## config.mk

```make
export PLATFORM = sky130hd
export DESIGN_NAME = uart_rx_param
export DESIGN_NICKNAME = d
export VERILOG_FILES = /design/src/rtl/uart_pkg.sv /design/src/rtl/uart_sync2.sv /design/src/rtl/uart_rx_param.sv
export SDC_FILE = /design/constraint.sdc
export NUM_CORES = 1
export LEC_CHECK = 0
export CAP_MARGIN = 20
export CORE_AREA = 2 2 83 77
export CTS_CLUSTER_DIAMETER = 30
export DETAILED_ROUTE_END_ITERATION = 8
export DIE_AREA = 0 0 85 79
export GPL_TIMING_DRIVEN = 0
export SLEW_MARGIN = 20
export SYNTH_ARGS = -nofsm -noshare
export SYNTH_HDL_FRONTEND = slang
export SYNTH_SLANG_ARGS = --single-unit
```

## constraint.sdc

```tcl
create_clock -name clk -period 1.8 [get_ports clk]
set_input_delay 0.45 -clock clk [delete_from_list [all_inputs] [get_ports clk]]
set_output_delay 0.45 -clock clk [all_outputs]
set_load 0.01 [all_outputs]
```

## src/rtl/uart_pkg.sv

```systemverilog
// Shared UART definitions: receiver state encoding and counter sizing.
// Used by both the receiver and the transmitter.
package uart_pkg;

    typedef enum logic [2:0] {
        IDLE,
        START,
        DATA,
        PARITY,
        STOP
    } rx_state_t;

    // Bits needed for a counter with range_n distinct values (minimum 1).
    function automatic int unsigned cnt_width(input int unsigned range_n);
        return (range_n <= 2) ? 1 : $clog2(range_n);
    endfunction

endpackage

```

## src/rtl/uart_sync2.sv

```systemverilog
// Two-flop synchroniser for an asynchronous single-bit input.
// RESET_VAL sets the value both flops take during reset.
module uart_sync2 #(
    parameter logic RESET_VAL = 1'b1
) (
    input  logic clk,
    input  logic reset,
    input  logic d_i,
    output logic q_o
);

    logic meta_q;
    logic sync_q;

    // NOTE: non-blocking so sync_q takes the pre-edge meta_q; blocking would collapse the chain to one flop.
    always_ff @(posedge clk or posedge reset) begin
        if (reset) begin
            meta_q <= RESET_VAL;
            sync_q <= RESET_VAL;
        end else begin
            meta_q <= d_i;
            sync_q <= meta_q;
        end
    end

    assign q_o = sync_q;

endmodule

```

## src/rtl/uart_rx_param.sv

```systemverilog
// Parametrised UART receiver: mid-bit sampling, start-glitch rejection, valid/ready output.
// Define UART_RX_PARITY_EN to expect and check a parity bit after the data bits.
module uart_rx_param
    import uart_pkg::*;
#(
    parameter int DATA_BITS  = 8,
    parameter int OVERSAMPLE = 16,
    parameter int STOP_BITS  = 1,
    parameter int PARITY_ODD = 0
) (
    input  logic                 clk,
    input  logic                 reset,
    input  logic                 baud_tick,
    input  logic                 rxd,
    output logic [DATA_BITS-1:0] data_out,
    output logic                 data_valid,
    input  logic                 data_ready,
    output logic                 frame_err,
    output logic                 parity_err,
    output logic                 overrun_err,
    output logic                 busy
);

    localparam int unsigned TICK_W = cnt_width(OVERSAMPLE);
    localparam int unsigned BIT_W  = cnt_width(DATA_BITS + 1);

    localparam logic [TICK_W-1:0] TICK_HALF = TICK_W'(OVERSAMPLE / 2 - 1);
    localparam logic [TICK_W-1:0] TICK_LAST = TICK_W'(OVERSAMPLE - 1);
    localparam logic [BIT_W-1:0]  DATA_LAST = BIT_W'(DATA_BITS - 1);
    localparam logic [BIT_W-1:0]  STOP_LAST = BIT_W'(STOP_BITS - 1);

    logic                 rxs;
    rx_state_t            state_q;
    logic [TICK_W-1:0]    tick_cnt_q;
    logic [BIT_W-1:0]     bit_cnt_q;
    logic [DATA_BITS-1:0] shift_q;
    logic                 armed_q;
    logic                 ferr_q;
    logic                 busy_q;
    logic                 frame_done;

    logic [DATA_BITS-1:0] data_q;
    logic                 valid_q;
    logic                 frame_err_q;
    logic                 overrun_q;

`ifdef UART_RX_PARITY_EN
    localparam logic ODD_BIT = (PARITY_ODD != 0);
    logic perr_q;
    logic parity_err_q;
`endif

    uart_sync2 #(.RESET_VAL(1'b1)) u_sync (
        .clk   (clk),
        .reset (reset),
        .d_i   (rxd),
        .q_o   (rxs)
    );

    // armed_q blocks start detection until the line has been seen high, so a break is delivered once.
    always_ff @(posedge clk or posedge reset) begin
        if (reset) begin
            state_q    <= IDLE;
            tick_cnt_q <= '0;
            bit_cnt_q  <= '0;
            shift_q    <= '0;
            armed_q    <= 1'b0;
            ferr_q     <= 1'b0;
            busy_q     <= 1'b0;
`ifdef UART_RX_PARITY_EN
            perr_q     <= 1'b0;
`endif
        end else begin
            case (state_q)
                IDLE: begin
                    if (rxs) armed_q <= 1'b1;
                    if (baud_tick && !rxs && armed_q) begin
                        state_q    <= START;
                        tick_cnt_q <= '0;
                        busy_q     <= 1'b1;
                        ferr_q     <= 1'b0;
`ifdef UART_RX_PARITY_EN
                        perr_q     <= 1'b0;
`endif
                    end
                end
                START: if (baud_tick) begin
                    if (tick_cnt_q == TICK_HALF) begin
                        tick_cnt_q <= '0;
                        bit_cnt_q  <= '0;
                        if (rxs) begin
                            state_q <= IDLE;
                            busy_q  <= 1'b0;
                        end else begin
                            state_q <= DATA;
                        end
                    end else begin
                        tick_cnt_q <= tick_cnt_q + TICK_W'(1);
                    end
                end
                DATA: if (baud_tick) begin
                    if (tick_cnt_q == TICK_LAST) begin
                        tick_cnt_q <= '0;
                        shift_q    <= {rxs, shift_q[DATA_BITS-1:1]};
                        if (bit_cnt_q == DATA_LAST) begin
                            bit_cnt_q <= '0;
`ifdef UART_RX_PARITY_EN
                            state_q   <= PARITY;
`else
                            state_q   <= STOP;
`endif
                        end else begin
                            bit_cnt_q <= bit_cnt_q + BIT_W'(1);
                        end
                    end else begin
                        tick_cnt_q <= tick_cnt_q + TICK_W'(1);
                    end
                end
`ifdef UART_RX_PARITY_EN
                PARITY: if (baud_tick) begin
                    if (tick_cnt_q == TICK_LAST) begin
                        tick_cnt_q <= '0;
                        perr_q     <= rxs ^ (^shift_q) ^ ODD_BIT;
                        state_q    <= STOP;
                    end else begin
                        tick_cnt_q <= tick_cnt_q + TICK_W'(1);
                    end
                end
`endif
                STOP: if (baud_tick) begin
                    if (tick_cnt_q == TICK_LAST) begin
                        tick_cnt_q <= '0;
                        if (!rxs) ferr_q <= 1'b1;
                        if (bit_cnt_q == STOP_LAST) begin
                            bit_cnt_q <= '0;
                            state_q   <= IDLE;
                            busy_q    <= 1'b0;
                            armed_q   <= rxs;
                        end else begin
                            bit_cnt_q <= bit_cnt_q + BIT_W'(1);
                        end
                    end else begin
                        tick_cnt_q <= tick_cnt_q + TICK_W'(1);
                    end
                end
                default: state_q <= IDLE;
            endcase
        end
    end

    assign frame_done = baud_tick && (state_q == STOP) &&
                        (tick_cnt_q == TICK_LAST) && (bit_cnt_q == STOP_LAST);

    // A completed frame meeting an unaccepted word is dropped; the held word wins.
    always_ff @(posedge clk or posedge reset) begin
        if (reset) begin
            data_q       <= '0;
            valid_q      <= 1'b0;
            frame_err_q  <= 1'b0;
            overrun_q    <= 1'b0;
`ifdef UART_RX_PARITY_EN
            parity_err_q <= 1'b0;
`endif
        end else begin
            overrun_q <= 1'b0;
            if (frame_done) begin
                if (valid_q && !data_ready) begin
                    overrun_q <= 1'b1;
                end else begin
                    data_q       <= shift_q;
                    valid_q      <= 1'b1;
                    frame_err_q  <= ferr_q | ~rxs;
`ifdef UART_RX_PARITY_EN
                    parity_err_q <= perr_q;
`endif
                end
            end else if (valid_q && data_ready) begin
                valid_q      <= 1'b0;
                frame_err_q  <= 1'b0;
`ifdef UART_RX_PARITY_EN
                parity_err_q <= 1'b0;
`endif
            end
        end
    end

    assign data_out    = data_q;
    assign data_valid  = valid_q;
    assign frame_err   = frame_err_q;
    assign overrun_err = overrun_q;
    assign busy        = busy_q;
`ifdef UART_RX_PARITY_EN
    assign parity_err  = parity_err_q;
`else
    assign parity_err  = 1'b0;
`endif

endmodule

```

=== Word-level counts from Yosys, hierarchy flattened ===
Index checks and enable logic that the tools add are counted.

* Logic and storage cells: 115
* Bits in registers: 35

* Bitwise logic cells: 3
* Add/sub/neg operators: 2
* Equal/unequal tests: 20
* Reductions and logical operators: 26
* Multiplexer cells: 51

{| class="wikitable"
|+ Operators with widths
! cell !! count
|-
| 4-bit 2-to-1 mux || 13
|-
| 3-bit 2-to-1 mux || 9
|-
| 4-bit one-hot mux with 3 select lines || 2
|-
| 1-bit 2-to-1 mux || 22
|-
| 2-bit != test, second input constant || 11
|-
| 3-bit one-hot mux with 4 select lines || 1
|-
| 5-bit AND reduction || 2
|-
| 9-bit AND reduction || 1
|-
| 3-bit nonzero test || 3
|-
| 4-bit by 1-bit adder with 4-bit output, second input constant || 2
|-
| 4-bit by 3-bit == test with 1-bit output, second input constant || 2
|-
| 8-bit AND reduction || 1
|-
| 1-bit logical AND || 7
|-
| 7-bit AND reduction || 1
|-
| 2-bit by 1-bit != test with 1-bit output, second input constant || 3
|-
| 4-bit == test, second input constant || 1
|-
| 4-bit logical NOT || 1
|-
| 1-bit one-hot mux with 2 select lines || 2
|-
| 2-bit AND reduction || 2
|-
| 4-bit AND reduction || 1
|-
| 2-bit nonzero test || 2
|-
| 3-bit by 1-bit == test with 1-bit output, second input constant || 1
|-
| 3-bit by 2-bit == test with 1-bit output, second input constant || 1
|-
| 3-bit == test, second input constant || 1
|-
| other kinds (8) || 10
|}

=== Logic depth before layout (Yosys ltp) ===
Gate-level depths: netlist of the first run.

* Word-level depth: 6
* Depth in mapped cells: 7

=== By module ===
From an unflattened synthesis of the first run, not the netlist that was laid out.

* Cell total of the unflattened synthesis: 150
* Area, all modules: 1,739.2 µm²

{| class="wikitable"
|+ Modules (own cells, without submodules)
! module !! instances !! sequential area each (µm²) !! area an instance (µm²) !! cells each
|-
| uart_rx_param || 1 || 825.8 || 1,682.9 || 147
|-
| uart_sync2 || 1 || 52.6 || 56.3 || 3
|}

=== Worst setup path before layout of the first run ===
OpenSTA, ideal clock, no wires.

* Kind: register to register
* Start: register tick_cnt_q[0]
* End: register data_q[0], in the netlist data_out[0]
* Period minus slack after synthesis: 1.810 ns
* Data required time: 1.672 ns
* Cell stages (with the launch flop): 8
* Arrival time: 1.682 ns
* Path slack: -0.010 ns
* Path buffers: 2
* Cells stage by stage: dfrtp_1 ha_1 and3_1 clkbuf_1 nand4_1 nand2b_1 buf_2 mux2_1

* Word-level cells in the longest chain between the ends: 4

{| class="wikitable"
|+ Ends and longest elaborated chain
! element !! RTL line !! text
|-
| start, declared || uart_rx_param.sv:34 || <nowiki>logic [TICK_W-1:0] tick_cnt_q;</nowiki>
|-
| start signal, assigned || uart_rx_param.sv:98 || <nowiki>tick_cnt_q <= tick_cnt_q + TICK_W'(1);</nowiki>
|-
| start signal, assigned || uart_rx_param.sv:116 || <nowiki>tick_cnt_q <= tick_cnt_q + TICK_W'(1);</nowiki>
|-
| start signal, assigned || uart_rx_param.sv:143 || <nowiki>tick_cnt_q <= tick_cnt_q + TICK_W'(1);</nowiki>
|-
| 4-bit == test || uart_rx_param.sv:152 || <nowiki>(tick_cnt_q == TICK_LAST) && (bit_cnt_q == STOP_LAST);</nowiki>
|-
| 1-bit logical AND || uart_rx_param.sv:151 || <nowiki>assign frame_done = baud_tick && (state_q == STOP) &&</nowiki>
|-
| 1-bit logical AND || uart_rx_param.sv:152 ||
|-
| 2-bit AND reduction (no source line) || -- ||
|-
| end signal, assigned || uart_rx_param.sv:170 || <nowiki>data_q <= shift_q;</nowiki>
|-
| end, declared || uart_rx_param.sv:42 || <nowiki>logic [DATA_BITS-1:0] data_q;</nowiki>
|}

No other way between the ends.
A chain may end at the register's enable or synchronous reset.

=== Worst setup path after layout of the first run ===
* Start: register state_q[1]
* End: register bit_cnt_q[3]

* Word-level cells in the longest chain between the ends: 3
* Elaborated cells on any way between the ends: 12
* Those cells by class: eq/ne (9); mux (1); reduce/logical (2)

{| class="wikitable"
|+ Ends and longest elaborated chain
! element !! RTL line !! text
|-
| start, declared || uart_rx_param.sv:33 || <nowiki>rx_state_t state_q;</nowiki>
|-
| start signal, assigned || uart_rx_param.sv:63 || <nowiki>state_q <= IDLE;</nowiki>
|-
| start signal, assigned || uart_rx_param.sv:78 || <nowiki>state_q <= START;</nowiki>
|-
| start signal, assigned || uart_rx_param.sv:92 || <nowiki>state_q <= IDLE;</nowiki>
|-
| 3-bit by 2-bit == test with 1-bit output (tied with other cells) || uart_rx_param.sv:74 || <nowiki>case (state_q)</nowiki>
|-
| 2-bit != test (no source line) or 3-bit nonzero test (tied branches) || -- ||
|-
| 7-bit AND reduction (no source line) || -- ||
|-
| end signal, assigned || uart_rx_param.sv:113 || <nowiki>bit_cnt_q <= bit_cnt_q + BIT_W'(1);</nowiki>
|-
| end signal, assigned || uart_rx_param.sv:140 || <nowiki>bit_cnt_q <= bit_cnt_q + BIT_W'(1);</nowiki>
|-
| end, declared || uart_rx_param.sv:35 || <nowiki>logic [BIT_W-1:0] bit_cnt_q;</nowiki>
|}

Several ways; a longest one is shown, not always the timed one.

==> results.sh, run 1 <==
export IMPL_ctsHoldBuffers=0
export IMPL_syn_avg_cell_area_um2=11.1
export IMPL_tritoncts="done"
export IMPL_die_w_um=85
export IMPL_multi_input_area_um2=855
export IMPL_gr_usage_met3_pct=2.81
export IMPL_initial_utilization_pct=29.1
export IMPL_synthFlopType="dfrtp_1"
export IMPL_fin_crit_sh_pct=99.4
export IMPL_met1_usage_pct=14.4
export IMPL_cts_sinks=35
export IMPL_grt_util_all_layers_pct=10.8
export IMPL_finalMaxSlewViolations=0
export IMPL_cp_arrival_ns=2.00
export IMPL_firstDrtPassIters=6
export IMPL_fp_dieH_um=79
export IMPL_synth_adder_area_share_pct=2.18
export IMPL_cp_required_ns=2.01
export IMPL_drive_gt1_share_pct=25.8
export IMPL_core_area_mm2=0.00591
export IMPL_cp_max_fo=10
export IMPL_synth_top_family_by_area="simple AND/OR/NAND/NOR gates"
export IMPL_ir_worst_vdd_uv=469
export IMPL_hold_ws_ns=0.352
export IMPL_crit_type="flip-flop to flip-flop"
export IMPL_synth_seq_cells=35
export IMPL_grt_pass1_vias=1208
export IMPL_dp_cells=242
export IMPL_rsz0062_at_grt="yes"
export IMPL_synth_nets=163
export IMPL_cts_root_buf="clkbuf_8"
export IMPL_hold_viol_final=0
export IMPL_final_common_cell="dfrtp_1"
export IMPL_htreeDepth=2
export IMPL_hpwl_um=2210
export IMPL_slew_headroom_pct=51.9
export IMPL_worst_pin_slew_ns=0.721
export IMPL_clock_latency_ns=0.29
export IMPL_synth_edff_count=0
export IMPL_synth_area_leaders="dfrtp_1 (48%), mux2_1 (5.9%), mux2_2 (5.2%)"
export IMPL_status="finished clean"
export IMPL_antenna_left=0
export IMPL_area_delta_synth_final_pct=29.6
export IMPL_cp_end_kind="flip-flop"
export IMPL_io_buffers=15
export IMPL_hold_path_class="flip-flop to flip-flop"
export IMPL_setup_ws_ns=0.0102
export IMPL_p_leak_nw=1.01
export IMPL_dpl_worst_slack_ns=-0.279
export IMPL_skew_ns=0.00631
export IMPL_seq_area_frac_synth_pct=51.0
export IMPL_register_area_um2=880
export IMPL_start_kind="flip-flop"
export IMPL_grt_max_degree=36
export IMPL_grt_busiest_layer="met2"
export IMPL_cap_violations=0
export IMPL_cts_buffer_depth=2
export IMPL_gr_usage_met2_pct=16.3
export IMPL_rows=27
export IMPL_power_density_mw_per_mm2=978
export IMPL_max_freq_mhz=559
export IMPL_grt_pass1_wl_um=5710
export IMPL_drt_iter0_drc=74
export IMPL_instances_no_fill=258
export IMPL_nets=193
export IMPL_yosys_warnings=0
export IMPL_avgRoutedWirePerCell_um=13.6
export IMPL_setup_violations=0
export IMPL_layout_common_cells="dfrtp_1 (32), clkdlybuf4s50_1 (15), buf_4 (12)"
export IMPL_synth_cells=155
export IMPL_vias_per_cell=4.88
export IMPL_gp_congestion=0.738
export IMPL_async_flop_share_pct=100
export IMPL_grt_antenna_before_repair=0
export IMPL_io_pins=18
export IMPL_yosysTopAreaCell="dfrtp_1"
export IMPL_syn_area_mm2=0.00172
export IMPL_drc=0
export IMPL_yosysTopAreaCellShare_pct=47.9
export IMPL_cts_buffers=5
export IMPL_clkTransAtPathRegs_ns=0.07
export IMPL_synth_xor_area_share_pct=0.508
export IMPL_num_fill_cells=597
export IMPL_finalCriticalPeriod_ns=1.79
export IMPL_drt_total_wl_um=3500
export IMPL_diodes=0
export IMPL_synth_area_mux_share_pct=12.9
export IMPL_die_area_mm2=0.00672
export IMPL_grt_overflow=0
export IMPL_synthSimpleGateAreaFrac_pct=18.7
export IMPL_synth_compound_area_share_pct=10.6
export IMPL_vias=1260
export IMPL_synth_cell_type_count=49
## worst paths after layout
path	slack, ns	from	cells after the start	to
hold / removal	0.35	u_sync.meta_q	0	u_sync.q_o
setup reg to reg	0.01	state_q[1]	5	bit_cnt_q[3]
max in group asynchronous	0.70	reset	2	state_q[2]
hold reg to reg	0.35	u_sync.meta_q	0	u_sync.q_o
min in group asynchronous	0.60	reset	2	shift_q[3]
setup / recovery	0.01	state_q[1]	5	bit_cnt_q[3]
## cell families (layout without fill, tap and decap cells)
logic type	count (synthesis)	after routing
adder cells (fa/ha/maj)	3	3
AND/OR/NAND/NOR	54	55
XOR/XNOR	1	1
AO/OA/AOI/OAI	27	27
other	1	1
buffers and inverters	14	44
multiplexers	20	20
flip-flops	35	35
## power by group
group	total, mW	internal (mW)	switching (mW)
logic	0.416	0.207	0.209
registers	0.934	0.854	0.0799
clock network	0.833	0.554	0.279
## synth_stat cells, types with 2 or more instances
master / number
mux2i_1: 3
ha_1: 3
clkbuf_1: 4
or3_1: 2
a211o_1: 2
mux2_2: 8
nor3b_1: 2
inv_1: 6
nor2_1: 8
a21oi_1: 5
dfstp_2: 2
buf_4: 2
nand3_1: 5
nand2_1: 6
nand4_1: 4
o21ai_0: 7
dfrtp_1: 33
or2_1: 2
nand3b_1: 2
and3b_1: 2
mux2_1: 9
nand2b_1: 6
nor2b_1: 5
a211oi_1: 2
## repair_timing
| action | CTS | global route |
|---|---|---|
| gates cloned | 0 | 1 |
| buffers inserted | 4 | 5 |
| endpoints found under the hold margin | 0 | 0 |
| gates resized for setup | 8 | 14 |
| endpoints found under the setup margin | 11 | 25 |
| pin swaps | 4 | 5 |
## metal layers
metal  part of all wire [%]  vias up
met4                    1.3        0
met5                      0        -
met3                    2.9        2
li1                       -      620
met2                     47       21
met1                     49      617
## metrics by stage
step / cell area (um2) / TNS (ns) / utilization [%] / total power [mW]
4_1_cts: 2150 / -0.0164 / 36.3 / 2.17
3_5_place_dp: 1960 / -3.62 / 33.2 / 1.29
2_1_floorplan: 1720 / 0 / - / 1.18
3_3_place_gp: 1960 / -12.11 / 33.2 / 1.28
5_1_grt: 2230 / -0.236 / 37.8 / 2.31
6_report: 2230 / 0 / 37.8 / 2.18
## cell type report
type | count | share of cell area (%)
plain buffers | 6 | 1.57
inverters | 6 | 1.01
clock inverters | 2 | 2.69
repair buffers | 24 | 9.75
flip-flops and latches | 35 | 39.4
well taps | 72 | 4.04
multi-input cells | 107 | 38.3
clock buffers | 6 | 3.25
## worst max-delay path: stages (launching register included)
cell and delay, ns:
dfrtp_1 0.40, buf_4 0.18, xnor2_1 0.20, or2_1 0.29, or4_1 0.52, mux2i_1 0.13
## registers in the layout (all words and copies together) (netlist names)
name           count
u_sync.q_o         1
u_sync.meta_q      1
shift_q            8
data_valid         1
data_out           8
overrun_err        1
armed_q            1
state_q            3
frame_err          1
busy               1
tick_cnt_q         4
bit_cnt_q          4
ferr_q             1
Note: power is estimated with default switching activity, not from simulation.
==> run 2: changes to the inputs <==
Settings changed: CAP_MARGIN 20 to 25.
==> results of run 2 <==
Same layout as run 1: the final DEF is identical, and so are final timing and power.
